[src/rtl/simd_pkg.sv]
// Shared definitions for the 4-lane SIMD frame accumulator: lane geometry and FSM states.
package simd_pkg;

    localparam int LANES  = 4;
    localparam int LANE_W = 10;

    typedef enum logic [1:0] {
        IDLE  = 2'd0,
        ACCUM = 2'd1,
        HOLD  = 2'd2
    } state_t;

endpackage

[src/rtl/simd_lane_acc_cell.sv]
// One lane's frame accumulator register; load/add/clear strobes come from the shared FSM
// and are already qualified with the clock enable.
module simd_lane_acc_cell
    import simd_pkg::*;
#(
    parameter int AW = 13
) (
    input  logic              clk,
    input  logic              rst,
    input  logic              i_load,
    input  logic              i_add,
    input  logic              i_clear,
    input  logic [LANE_W-1:0] i_z,
    output logic [AW-1:0]     o_acc
);

    logic [AW-1:0] r_acc;
    logic [AW-1:0] w_z_ext;

    assign w_z_ext = {{(AW-LANE_W){1'b0}}, i_z};

    // NOTE: sequential state uses <= so every flop samples pre-edge values, independent of block order.
    always_ff @(posedge clk) begin
        if (rst) begin
            r_acc <= '0;
        end else if (i_clear) begin
            r_acc <= '0;
        end else if (i_load) begin
            r_acc <= w_z_ext;
        end else if (i_add) begin
            r_acc <= r_acc + w_z_ext;
        end
    end

    assign o_acc = r_acc;

endmodule

[src/rtl/simd_lane_accum.sv]
// Accumulates LEN four-lane beats into per-lane frame totals, holds each result until
// accepted, and flags beats dropped while a result is pending.
module simd_lane_accum
    import simd_pkg::*;
#(
    parameter int LEN = 8,
    parameter int AW  = 10 + $clog2(LEN)
) (
    input  logic              ap_clk,
    input  logic              ap_rst,
    input  logic              ap_ce,
    input  logic [LANE_W-1:0] z1,
    input  logic [LANE_W-1:0] z2,
    input  logic [LANE_W-1:0] z3,
    input  logic [LANE_W-1:0] z4,
    input  logic              z_ap_vld,
    output logic [AW-1:0]     acc1,
    output logic [AW-1:0]     acc2,
    output logic [AW-1:0]     acc3,
    output logic [AW-1:0]     acc4,
    output logic              acc_valid,
    input  logic              acc_ready,
    output logic              overrun,
    output logic              ap_idle
);

    localparam int CW = $clog2(LEN + 1);

    state_t        r_state;
    logic [CW-1:0] r_count;
    logic          r_acc_valid;
    logic          r_idle;
    logic          r_overrun;

    logic          w_beat;
    logic          w_hs;
    logic          w_last;
    logic          w_load;
    logic          w_add;
    logic          w_clear;

    logic [LANE_W-1:0] w_z   [LANES];
    logic [AW-1:0]     w_acc [LANES];

    assign w_beat = ap_ce & z_ap_vld;
    assign w_hs   = ap_ce & r_acc_valid & acc_ready;
    assign w_last = (r_count == CW'(LEN - 1));

    // NOTE: every always_comb output gets a default first so no path leaves it unassigned (no latch).
    always_comb begin
        w_load  = 1'b0;
        w_add   = 1'b0;
        w_clear = 1'b0;
        case (r_state)
            IDLE:  w_load = w_beat;
            ACCUM: w_add  = w_beat;
            HOLD: begin
                if (w_hs) begin
                    w_load  = w_beat;
                    w_clear = ~w_beat;
                end
            end
            default: ;
        endcase
    end

    // NOTE: reset is synchronous and deliberately outranks ap_ce, so a frozen block still resets.
    always_ff @(posedge ap_clk) begin
        if (ap_rst) begin
            r_state     <= IDLE;
            r_count     <= '0;
            r_acc_valid <= 1'b0;
            r_idle      <= 1'b1;
            r_overrun   <= 1'b0;
        end else if (ap_ce) begin
            case (r_state)
                IDLE: begin
                    if (w_beat) begin
                        r_state <= ACCUM;
                        r_count <= CW'(1);
                        r_idle  <= 1'b0;
                    end
                end
                ACCUM: begin
                    if (w_beat) begin
                        r_count <= r_count + CW'(1);
                        if (w_last) begin
                            r_state     <= HOLD;
                            r_acc_valid <= 1'b1;
                        end
                    end
                end
                HOLD: begin
                    if (w_hs && w_beat) begin
                        // Back-to-back frame: the beat riding on the handshake opens the next frame.
                        r_state     <= ACCUM;
                        r_count     <= CW'(1);
                        r_acc_valid <= 1'b0;
                    end else if (w_hs) begin
                        r_state     <= IDLE;
                        r_count     <= '0;
                        r_acc_valid <= 1'b0;
                        r_idle      <= 1'b1;
                    end else if (w_beat) begin
                        r_overrun <= 1'b1;
                    end
                end
                default: begin
                    r_state     <= IDLE;
                    r_count     <= '0;
                    r_acc_valid <= 1'b0;
                    r_idle      <= 1'b1;
                end
            endcase
        end
    end

    assign w_z[0] = z1;
    assign w_z[1] = z2;
    assign w_z[2] = z3;
    assign w_z[3] = z4;

    for (genvar g = 0; g < LANES; g++) begin : g_lane
        simd_lane_acc_cell #(.AW(AW)) u_cell (
            .clk     (ap_clk),
            .rst     (ap_rst),
            .i_load  (w_load),
            .i_add   (w_add),
            .i_clear (w_clear),
            .i_z     (w_z[g]),
            .o_acc   (w_acc[g])
        );
    end

    assign acc1      = w_acc[0];
    assign acc2      = w_acc[1];
    assign acc3      = w_acc[2];
    assign acc4      = w_acc[3];
    assign acc_valid = r_acc_valid;
    assign ap_idle   = r_idle;
    assign overrun   = r_overrun;

endmodule

[config.mk]
export PLATFORM = sky130hd
export DESIGN_NAME = simd_lane_accum
export DESIGN_NICKNAME = d
export VERILOG_FILES = /design/src/rtl/simd_pkg.sv /design/src/rtl/simd_lane_acc_cell.sv /design/src/rtl/simd_lane_accum.sv
export SDC_FILE = /design/constraint.sdc
export NUM_CORES = 1
export LEC_CHECK = 0
export ABC_AREA = 1
export CORE_AREA = 2 2 122 77
export DETAILED_ROUTE_END_ITERATION = 7
export DIE_AREA = 0 0 124 79
export GPL_TIMING_DRIVEN = 0
export PLACE_DENSITY = 0.95
export REMOVE_ABC_BUFFERS = 1
export SYNTH_ARGS = -nofsm -noshare
export SYNTH_HDL_FRONTEND = slang
export SYNTH_SLANG_ARGS = --single-unit
[constraint.sdc]
create_clock -name ap_clk -period 3.55 [get_ports ap_clk]
set_clock_uncertainty 0.2 [all_clocks]
set_input_delay 0.355 -clock ap_clk [delete_from_list [all_inputs] [get_ports ap_clk]]
set_output_delay 0.355 -clock ap_clk [all_outputs]
set_load 0.02 [all_outputs]
Word level (Yosys, flattened, before mapping)
Cells that the tools add are included.
{ "op_classes": {"bitwise_logic": 8, "n_mul": 0, "n_addsub": 5, "n_eq_ne": 9, "n_mux": 33, "magnitude_cmp": 0, "div_mod_pow": 0, "n_reduce_logical": 10, "shifts": 0} }
{ "op_table": {"columns": ["cell", "n"], "rows": [
  ["$mux W10", 8],
  ["$add A13 B10 Y13", 4],
  ["$reduce_and A5 Y1", 4],
  ["$mux W4", 4],
  ["$pmux W4 S3", 1],
  ["$mux W1", 11],
  ["$mux W2", 5],
  ["$ne A2 B2 Y1 const B", 5],
  ["$pmux W1 S3", 2],
  ["$pmux W2 S3", 1],
  ["$not A1 Y1", 5],
  ["$add A4 B1 Y4 const B", 1],
  ["$eq A4 B3 Y1 const B", 1],
  ["$reduce_and A4 Y1", 1],
  ["$and A1 B1 Y1", 3],
  ["$ne A3 B3 Y1 const B", 1],
  ["$reduce_or A3 Y1", 1],
  ["$eq A2 B1 Y1 const B", 1],
  ["$eq A2 B2 Y1 const B", 1],
  ["$logic_not A2 Y1", 1],
  ["$pmux W1 S2", 1],
  ["$reduce_bool A2 Y1", 1],
  ["$reduce_or A2 Y1", 1],
  ["$logic_and A1 B1 Y1", 1]
]} }
{ "totals": {"latch_bits": 0, "ff_bits": 61, "memories": 0, "out_inout_bits": 55, "ram_bits": 0, "input_bits": 45, "mem_bits_ro": 0} }

Longest topological paths before layout
{ "depth": {"word_depth": 5, "mapped_depth": 11, "mapped_depth_nobuf": 11} }

By module
Synthesis repeated with hierarchy kept, for this count alone.
{ "hier_totals": {"hier_cells": 741, "hier_area_um2": 4869.7} }
{ "by_module_without_submodules": {"columns": ["mod", "seq_area_each_um2", "n_inst", "area_per_inst_um2", "cells_each"], "rows": [
  ["simd_lane_acc_cell", 260.2, 4, 1084.8, 164],
  ["simd_lane_accum", 180.2, 1, 530.5, 85]
]} }

Least setup slack after synthesis
Ideal clock, no wire load.
{ "synth_path": {"path_type": "register to register", "from": "register g_lane[0].u_cell.r_acc[0]", "to": "register g_lane[0].u_cell.r_acc[10]", "stages_incl_launch_ff": 12, "arrival_time_ns": 1.865, "t_required_ns": 3.235, "path_buffers": 0, "slack_ns": 1.370, "cell_sequence": "dfxtp_1 ha_1 inv_1 fa_1 o21ai_0 nand2_1 nand2_1 nand2_1 nand2_1 nand3_1 nand2_1 nor2_1"} }
{ "synth_between": {"elab_chain_cells": 1} }
{ "synth_rtl": {"columns": ["item", "line", "rtl"], "rows": [
  ["start: declaration", "simd_lane_acc_cell.sv:17", "logic [AW-1:0] r_acc;"],
  ["start signal: assignment", "simd_lane_acc_cell.sv:29", "r_acc <= w_z_ext;"],
  ["start signal: assignment", "simd_lane_acc_cell.sv:31", "r_acc <= r_acc + w_z_ext;"],
  ["$add A13 B10 Y13", "simd_lane_acc_cell.sv:31", null]
]} }
No other way between the ends.
A chain may end at the register's enable or synchronous reset.

Worst setup path in the final report
{ "layout_path": {"from": "input ap_ce", "to": "register g_lane[0].u_cell.r_acc[4]"} }
{ "layout_between": {"elab_chain_cells": 5, "elab_cells_between_ends": 12, "classes_between": "mux: 6; bitwise: 4; reduce/logical: 2"} }
{ "layout_rtl": {"columns": ["item", "line", "rtl"], "rows": [
  ["start: declaration", "simd_lane_accum.sv:11", "input logic ap_ce,"],
  ["$and A1 B1 Y1, on equally long branches", "simd_lane_accum.sv:46, simd_lane_accum.sv:45", null],
  ["$and A1 B1 Y1 or $not A1 Y1 (tied branches)", "simd_lane_accum.sv:46, simd_lane_accum.sv:60", null],
  ["$mux W1", "simd_lane_accum.sv:58", "if (w_hs) begin"],
  ["$pmux W1 S2 or $mux W1 (tied branches)", "simd_lane_accum.sv:54", "case (r_state)"],
  ["$mux W10 (tied with other cells)", "simd_lane_acc_cell.sv:28", "end else if (i_load) begin"]
]} }
Parallel ways exist; a longest one is shown, timed or not.

==> flow_summary.json <==
{
  "synthMuxAreaShare_pct": 0,
  "vias": 5294,
  "hp-class": "reg -> reg",
  "critPathMostFrequentCell": "nand2_2",
  "totalNegativeSetupSlack_ps": 0,
  "maxCapViolations": 0,
  "crit_path_start_kind": "input pin",
  "core-area_um2": 8780,
  "ys_seq_elements": 61,
  "tightestPinTransition_ps": 761,
  "h-tree-depth": 3,
  "path_class": "in -> reg",
  "antenna_found_initial": 0,
  "ios": 100,
  "avgSynthCellArea_um2": 6.39,
  "grt_pass1_vias": 4452,
  "insertedDiodeCount": 0,
  "netlist_instances": 738,
  "synth_xor_area_share_pct": 2.23,
  "drt_iter0_drc": 496,
  "synth_compound_area_share_pct": 16.5,
  "crit_slowest_cell": "inv_2",
  "ys_seq_area_share_pct": 25.9,
  "via_per_inst": 5.58,
  "dp_cells": 934,
  "leakagePower_nw": 2.79,
  "grt_max_degree": 39,
  "cp_cell_sequence": "clkdlybuf4s50_1 > nand2_2 > clkinv_2 > nand2_2 > nand2_2 > inv_2 > nand2_1 > o211ai_1 > nand2_1 > inv_1",
  "cp_max_fo": 30,
  "synth-simple-area-share_pct": 34.2,
  "synth_top_family_by_area": "simple AND/OR/NAND/NOR gates",
  "cts_tree": "built",
  "synth_cell_types": 37,
  "final_hold_viol_count": 0,
  "grt_setup_unrepaired": "no",
  "max_clock_freq_mhz": 318,
  "cts_hold_buf": 0,
  "max_stage_delay_ps": 610,
  "dp_hpwl_um": 9600,
  "drcViolationCount": 0,
  "wl_per_cell_um": 14.1,
  "wl_um": 13300,
  "track_usage_pct": 27.3,
  "die_area_um2": 9800,
  "gp_congestion": 0.950,
  "slew_violations": 0,
  "period_needed_ps": 3150,
  "required_ps": 3620,
  "drt_pre_antenna_iters": 6,
  "relSlewSlack_pct": 49.2,
  "cts-buffers-inserted": 9,
  "final_common_cell": "nand2_1",
  "grt_pass1_wl_um": 21300,
  "clk_pin_slew_ps": 50,
  "hold_ws_ps": 280,
  "yosysWarnings": 0,
  "total_power_mw": 2.31,
  "instances_no_fill": 949,
  "overflow": 0,
  "outcome": "completed",
  "powerDensity_nw_per_um2": 386,
  "drive_above_1_share_pct": 4.32,
  "cts_sinks": 61,
  "fin_crit_sh_pct": 88.6,
  "setup_viol": 0,
  "ant_nets": 0,
  "syn2layout_area_growth_pct": 27.0,
  "rows": 27,
  "die_w_um": 124,
  "initial_core_util_pct": 53.7,
  "num-nets-final": 919,
  "end_kind": "flop",
  "yosys.area_share.adder_pct": 12.6,
  "clockBufferDepth": 2,
  "max-vdd-ir-drop_mv": 0.280,
  "die_h_um": 79,
  "port_buffers": 99,
  "syn_area_um2": 4720,
  "insertion_delay_ps": 330,
  "cts-root-buf": "clkbuf_16",
  "layout_common_cells": "nand2_1 (232), clkdlybuf4s50_1 (99), inv_1 (67), nor2_1 (67), a21oi_1 (63)",
  "cp_data_arrival_time_ps": 3220
}
## stage by stage
stage	setup slack, ps	util (%)	cell area [um^2]
6_report	405	68.2	5990
2_1_floorplan	1360	-	4590
5_1_grt	272	68.2	5990
3_5_place_dp	-174	65.2	5730
4_1_cts	164	68.2	5990
3_3_place_gp	-218	65.2	5730
## cell type report
type / instances / area [um^2]
Clock buffer: 13 / 250
Clock inverter: 2 / 10.0
Fill cell: 759 / 2790
Inverter: 75 / 283
Multi-Input combinational cell: 583 / 3090
Sequential cell: 61 / 1220
Tap cell: 116 / 145
Timing Repair Buffer: 99 / 991
## critical path: cells and delay by family
family	cells	cell delay, ps
and+or+nand+nor	5	1430
buffers and inverters	4	1310
AOI/OAI and AO/OA	1	120
## cell usage after synthesis, drive strengths merged
| cell | n | area (um^2) |
|---|---|---|
| a21boi | 1 | 7.51 |
| a21o | 1 | 7.51 |
| a21oi | 64 | 324 |
| a31oi | 18 | 113 |
| and2 | 1 | 6.26 |
| buf | 17 | 120 |
| clkbuf | 2 | 7.51 |
| clkinv | 1 | 5.00 |
| dfxtp | 61 | 1220 |
| fa | 4 | 80.1 |
| ha | 41 | 513 |
| inv | 74 | 278 |
| nand2 | 236 | 896 |
| nand3 | 62 | 315 |
| nand4 | 8 | 50.1 |
| nor2 | 68 | 258 |
| nor3 | 7 | 35.0 |
| nor3b | 2 | 20.0 |
| o211ai | 2 | 15.0 |
| o21a | 2 | 15.0 |
| o21ai | 39 | 195 |
| o21bai | 5 | 37.5 |
| o221ai | 4 | 53.8 |
| o311ai | 1 | 8.76 |
| or2 | 5 | 31.3 |
| xnor2 | 5 | 43.8 |
| xor2 | 7 | 61.3 |
## kinds of logic after synthesis
family                   Yosys count
AND/OR/NAND/NOR                  389
adder cells (fa/ha/maj)           45
buffers and inverters             94
AO/OA/AOI/OAI                    137
XOR/XNOR                          12
flip-flops                        61
## timing repair
action	4_1_cts	5_1_grt
buffers inserted	0	0
gates resized for setup	0	1
endpoints found under the setup margin	0	12
## final timing paths
kind | start | endpoint | slack, ps | cells after the start
setup reg to reg | r_state[1] | g_lane[0].u_cell.o_acc[4] | 670 | 8
hold reg to reg | overrun | overrun | 280 | 2
hold / removal | overrun | overrun | 280 | 2
setup / recovery | ap_ce | g_lane[0].u_cell.o_acc[4] | 400 | 10
## per-layer routing
layer | up-vias | GRT usage [%] | wire length, um
met3 | 21 | 6.25 | 1400
met5 | - | 0 | 0
li1 | 2631 | - | -
met1 | 2364 | 40.1 | 6310
met4 | 0 | 5.06 | 111
met2 | 278 | 41.1 | 5510
## report_power, final
part / internal [mW] / leakage, nW / switching [mW] / total (mW)
Sequential: 0.735 / 0.498 / 0.0462 / 0.781
Clock: 0.485 / 0.129 / 0.293 / 0.778
Combinational: 0.306 / 2.17 / 0.450 / 0.756
## flip-flops by register name, summed over array words and instances (netlist names)
register             count
r_count                  4
ap_idle                  1
g_lane.u_cell.o_acc     52
r_state                  2
overrun                  1
acc_valid                1
No activity file was read; power rests on OpenSTA's default activity.
